$ cat src/rtl/pslip_iter_scheduler.sv
// Priority-iSLIP crossbar scheduler: K request-grant-accept iterations, one per clk, then a one-cycle decision_valid pulse.
// Optional PSLIP_EARLY_EXIT_EN: leave ITER after any iteration that adds no new matches.
module pslip_iter_scheduler #(
  parameter int N        = 4,
  parameter int P        = 16,
  parameter int MAX_ITER = 4,
  localparam int C       = $clog2(P),
  localparam int IW      = $clog2(MAX_ITER + 1)
) (
  input  logic              clk,
  input  logic              reset,
  input  logic              start,
  input  logic [IW-1:0]     num_iter,
  input  logic [N*N*C-1:0]  pri_req_in,
  output logic              busy,
  output logic [N*N-1:0]    decision,
  output logic              decision_valid,
  output logic [IW-1:0]     iter_used
);

  localparam int PW = (N > 1) ? $clog2(N) : 1;

  typedef enum logic [1:0] {IDLE, ITER, DONE} state_t;

  state_t              state, state_nxt;
  logic [N*N*C-1:0]    req_reg;
  logic [IW-1:0]       k_reg;
  logic [IW-1:0]       k_clamp;
  logic [IW-1:0]       iter_cnt;
  logic [PW-1:0]       gnt_ptr [N];
  logic [PW-1:0]       acc_ptr [N];
  logic [N-1:0]        row_m;
  logic [N-1:0]        col_m;
  logic [N*N-1:0]      gnt;   // bit i*N+j: output j grants input i
  logic [N*N-1:0]      acc;   // bit i*N+j: input i accepts output j
  logic                last_iter;
  logic                leave_iter;

  always_comb begin
    k_clamp = num_iter;
    if (num_iter == '0)
      k_clamp = IW'(1);
    else if (num_iter > IW'(MAX_ITER))
      k_clamp = IW'(MAX_ITER);
  end

  always_comb begin
    row_m = '0;
    col_m = '0;
    for (int i = 0; i < N; i++) begin
      for (int j = 0; j < N; j++) begin
        if (decision[i*N+j]) begin
          row_m[i] = 1'b1;
          col_m[j] = 1'b1;
        end
      end
    end
  end

  // Scanning in round-robin order with a strict '>' keeps the first tied entry after the pointer.
  always_comb begin : grant_stage
    logic [C-1:0] best_p;
    int           best_i;
    int           idx;
    gnt    = '0;
    best_p = '0;
    best_i = 0;
    idx    = 0;
    for (int j = 0; j < N; j++) begin
      best_p = '0;
      best_i = 0;
      if (!col_m[j]) begin
        for (int k = 0; k < N; k++) begin
          idx = (int'(gnt_ptr[j]) + k) % N;
          if (!row_m[idx] && (req_reg[(idx*N+j)*C +: C] > best_p)) begin
            best_p = req_reg[(idx*N+j)*C +: C];
            best_i = idx;
          end
        end
        if (best_p != '0)
          gnt[best_i*N+j] = 1'b1;
      end
    end
  end

  always_comb begin : accept_stage
    logic [C-1:0] best_p;
    logic         found;
    int           best_j;
    int           idx;
    acc    = '0;
    best_p = '0;
    found  = 1'b0;
    best_j = 0;
    idx    = 0;
    for (int i = 0; i < N; i++) begin
      best_p = '0;
      found  = 1'b0;
      best_j = 0;
      if (!row_m[i]) begin
        for (int k = 0; k < N; k++) begin
          idx = (int'(acc_ptr[i]) + k) % N;
          if (gnt[i*N+idx] && (!found || (req_reg[(i*N+idx)*C +: C] > best_p))) begin
            best_p = req_reg[(i*N+idx)*C +: C];
            best_j = idx;
            found  = 1'b1;
          end
        end
        if (found)
          acc[i*N+best_j] = 1'b1;
      end
    end
  end

  assign last_iter = (iter_cnt >= k_reg);
`ifdef PSLIP_EARLY_EXIT_EN
  assign leave_iter = last_iter || (acc == '0);
`else
  assign leave_iter = last_iter;
`endif

  always_ff @(posedge clk or negedge reset) begin
    if (!reset)
      state <= IDLE;
    else
      state <= state_nxt;
  end

  always_comb begin
    state_nxt = state;
    case (state)
      IDLE:    if (start) state_nxt = ITER;
      ITER:    if (leave_iter) state_nxt = DONE;
      DONE:    state_nxt = IDLE;
      default: state_nxt = IDLE;
    endcase
  end

  always_ff @(posedge clk or negedge reset) begin
    if (!reset) begin
      req_reg   <= '0;
      k_reg     <= '0;
      iter_cnt  <= '0;
      decision  <= '0;
      iter_used <= '0;
      for (int n = 0; n < N; n++) begin
        gnt_ptr[n] <= '0;
        acc_ptr[n] <= '0;
      end
    end else begin
      case (state)
        IDLE: begin
          if (start) begin
            req_reg  <= pri_req_in;
            k_reg    <= k_clamp;
            decision <= '0;
            iter_cnt <= IW'(1);
          end
        end
        ITER: begin
          decision <= decision | acc;
          // Only first-iteration accepts move pointers, which is what keeps iSLIP starvation-free.
          if (iter_cnt == IW'(1)) begin
            for (int i = 0; i < N; i++) begin
              for (int j = 0; j < N; j++) begin
                if (acc[i*N+j]) begin
                  gnt_ptr[j] <= PW'((i + 1) % N);
                  acc_ptr[i] <= PW'((j + 1) % N);
                end
              end
            end
          end
          if (leave_iter)
            iter_used <= iter_cnt;
          else
            iter_cnt <= iter_cnt + IW'(1);
        end
        default: ;
      endcase
    end
  end

  assign busy           = (state != IDLE);
  assign decision_valid = (state == DONE);

endmodule

$ cat config.mk
export PLATFORM = sky130hd
export DESIGN_NAME = pslip_iter_scheduler
export DESIGN_NICKNAME = d
export VERILOG_FILES = /design/src/rtl/pslip_iter_scheduler.sv
export SDC_FILE = /design/constraint.sdc
export NUM_CORES = 1
export LEC_CHECK = 0
export CAP_MARGIN = 10
export CELL_PAD_IN_SITES_DETAIL_PLACEMENT = 0
export CELL_PAD_IN_SITES_GLOBAL_PLACEMENT = 1
export CORE_MARGIN = 2
export CORE_UTILIZATION = 38
export CTS_CLUSTER_DIAMETER = 50
export DETAILED_ROUTE_END_ITERATION = 10
export PLACE_DENSITY = 0.74
export SLEW_MARGIN = 30
export SYNTH_ARGS = -nofsm -noshare
export SYNTH_HDL_FRONTEND = slang
export SYNTH_SLANG_ARGS = --single-unit
$ cat constraint.sdc
create_clock -name clk -period 14.2 [get_ports clk]
set_input_delay 4.26 -clock clk [delete_from_list [all_inputs] [get_ports clk]]
set_output_delay 4.26 -clock clk [all_outputs]
set_load 0.05 [all_outputs]
==> run metrics <==
Nets=1977; global-route usage over all layers=26.7%; CTS tree=done; initial antenna violation count=5; kind of critical path=reg -> reg; Area Growth Syn to Fin=17.2%; via count=14.0k; core area=0.0363 sq mm; setup_tns=0 ns; total CTS buffers=9; CP Launch Type=flip-flop; reg-to-reg endpoint=gnt_ptr[7]$_DFFE_PN0P_; largest net degree at the start of global routing=79; GRT overflow=0; area leader, netlist=dfrtp_1; Hold Fails Final Rpt=0; first-pass GRT wire length=78.1 mm; max cap viols=0; ys flop type=dfrtp_1; root buffer cell=clkbuf_16; Worst-path clk slew=0.09 ns; drt wl/cell=22.6 um; Mapped Cells=1702; final setup violating endpoints=0; Die X=195 um; Seq/Total Area, Yosys=19.2%; fillers=3551; syn avg cell area=8.18 sq um; total wire length=51.5 mm; crit-path most repeated cell=ha_1; FF+latch area=0.00269 sq mm; async set-or-reset flop fraction in the synthesized netlist=100%; final slew viol count=0; R2R cell count=66; DRC=0; Layout Cells excl Fill=2283; footprint of the multi-input gates=0.0109 sq mm; # rows=70; dpl cells=2248; period utilization=94.3%; critical path arrival=13.65 ns; number of flip-flops in the largest register=64; Longest Clk Path Bufs=2; crit path to=gnt_ptr[7]$_DFFE_PN0P_; CP endpoint kind=flip-flop; drt first pass iters=5; number of flops mapped to enable cells by yosys=0; Req. time, crit path=14.46 ns; share of post-route cells with drive strength above 1=17.8%; diode count=0; Hold WS=0.497 ns; Via density=6.12; Worst path slowest cell=or4_4; initial core utilization=38.3%; Yosys reg bits=107; insertion delay to the later sink of the worst-skew pair=0.40 ns; clock skew=0.0168 ns; Net Count, Synth=1869; hold_buf cts=0; R2R Path Start=decision[9]$_DFFE_PN0P_; fin crit period=13.38 ns; CTS H-tree lvls=3; r2r setup slk=0.82 ns; outcome=complete, no violations; Clock Sinks=107; Worst Setup SP=decision[9]$_DFFE_PN0P_; DRT antenna net count=0; Routability Congestion=0.955; Tightest Pin Transition=0.945 ns; Die Area=0.0382 sq mm; Final Util=44.9%; synth top area cells=dfrtp_1 (19%), mux4_2 (12%), nand2_1 (9.0%), ha_1 (8.7%), mux2i_1 (4.6%); crit path max fanout=11; I/O Buffers=90; yosys warns=0; HPWL after detailed placement=40.2 mm; slowest stage delay, CP=0.68 ns; Achievable Freq=0.0747 GHz; Hold WC Path Type=reg -> reg; io pins=91; vias in the first global route=13.2k; number of distinct library cells after synthesis=98; cell area after synthesis=0.0139 sq mm; top cell type's share of synthesized area=19.2%; Max-Slew Margin vs Limit=37.0%; initial DRC count=1427; die height=195 um
-- Yosys cell counts, types with 32 or more instances --
master,instances
a21oi_1,102
clkbuf_1,60
dfrtp_1,107
ha_1,97
inv_1,57
mux2_2,32
mux2i_1,64
mux4_2,77
nand2_1,335
nand2b_1,34
nor2_1,98
nor2b_1,42
o21ai_0,86
-- cells in the final DEF, fill, tap and decap left out, types with 22 or more instances in the layout --
cell type,count
clkdlybuf4s50_1,89
buf_4,102
o211ai_1,22
nor3_1,27
nand2_1,333
nand2b_1,34
dfrtp_1,100
a211oi_1,24
nor2_1,94
mux2i_1,64
ha_1,96
o21ai_0,80
nor2b_1,42
mux4_2,77
inv_1,57
a21oi_1,95
nand3_1,27
mux2_2,32
-- metrics by stage --
step                      instance area (sq um)  setup slack, ns
after detailed placement                  15700            0.204
after floorplan                           13900             1.40
after global placement                    15600            0.512
after CTS                                 15900           0.0902
after global routing                      16300           -0.124
final                                     16300            0.816
-- area by class of cell --
class | count | area share (%)
Multi-Input combinational cell | 1441 | 66.6
Sequential cell | 107 | 16.5
Timing Repair Buffer | 192 | 10.2
Tap cell | 468 | 3.59
Clock buffer | 10 | 1.40
Inverter | 59 | 1.36
Clock inverter | 6 | 0.399
-- kinds of logic (layout without fill, tap and decap cells) --
kind of cell	count (synthesis)	count (layout)	synth area share, %
xor gates and xnor gates	14	14	0.881
buffers and inverters	154	267	4.33
adders and majority gates	97	97	8.72
and+or+nand+nor	700	700	24.3
AOI/OAI and AO/OA	454	454	22.5
muxes	176	176	20.0
DFF	107	107	19.2
-- what timing repair did --
action                     4_1_cts  5_1_grt
setup endpoints to repair        0       31
buffers inserted                 0       19
gates resized for setup          0       61
-- worst max-delay path, delay by kind of cell (launching register included) --
kind	cells	cell delay [ns]
AO/OA/AOI/OAI	32	5.34
flip-flops	1	0.47
AND/OR/NAND/NOR	26	5.17
buffers and inverters	2	0.34
adder cells (fa/ha/maj)	6	1.88
-- metal layers --
metal	track usage, %	vias up	wire [um]
li1	-	6636	-
met1	35.4	6712	22200
met2	42.1	540	23100
met3	5.84	88	3880
met4	11.0	4	2180
met5	2.17	-	123
-- how the worst min path moves through the flow --
stage / from / endpoint / slack, ns / cells after the start
after floorplan: k_reg[0]$_DFFE_PN0P_ / k_reg[0]$_DFFE_PN0P_ / 0.46 / 2
after global placement: k_reg[0]$_DFFE_PN0P_ / k_reg[0]$_DFFE_PN0P_ / 0.47 / 2
after detailed placement: k_reg[0]$_DFFE_PN0P_ / k_reg[0]$_DFFE_PN0P_ / 0.47 / 2
after CTS: k_reg[0]$_DFFE_PN0P_ / k_reg[0]$_DFFE_PN0P_ / 0.50 / 2
after global routing: k_reg[0]$_DFFE_PN0P_ / k_reg[0]$_DFFE_PN0P_ / 0.53 / 2
final: k_reg[0]$_DFFE_PN0P_ / k_reg[0]$_DFFE_PN0P_ / 0.50 / 2
Power is left out: the tool's default activity adds up to more than one toggle a clock period on the data nets, which glitch-free logic cannot reach.
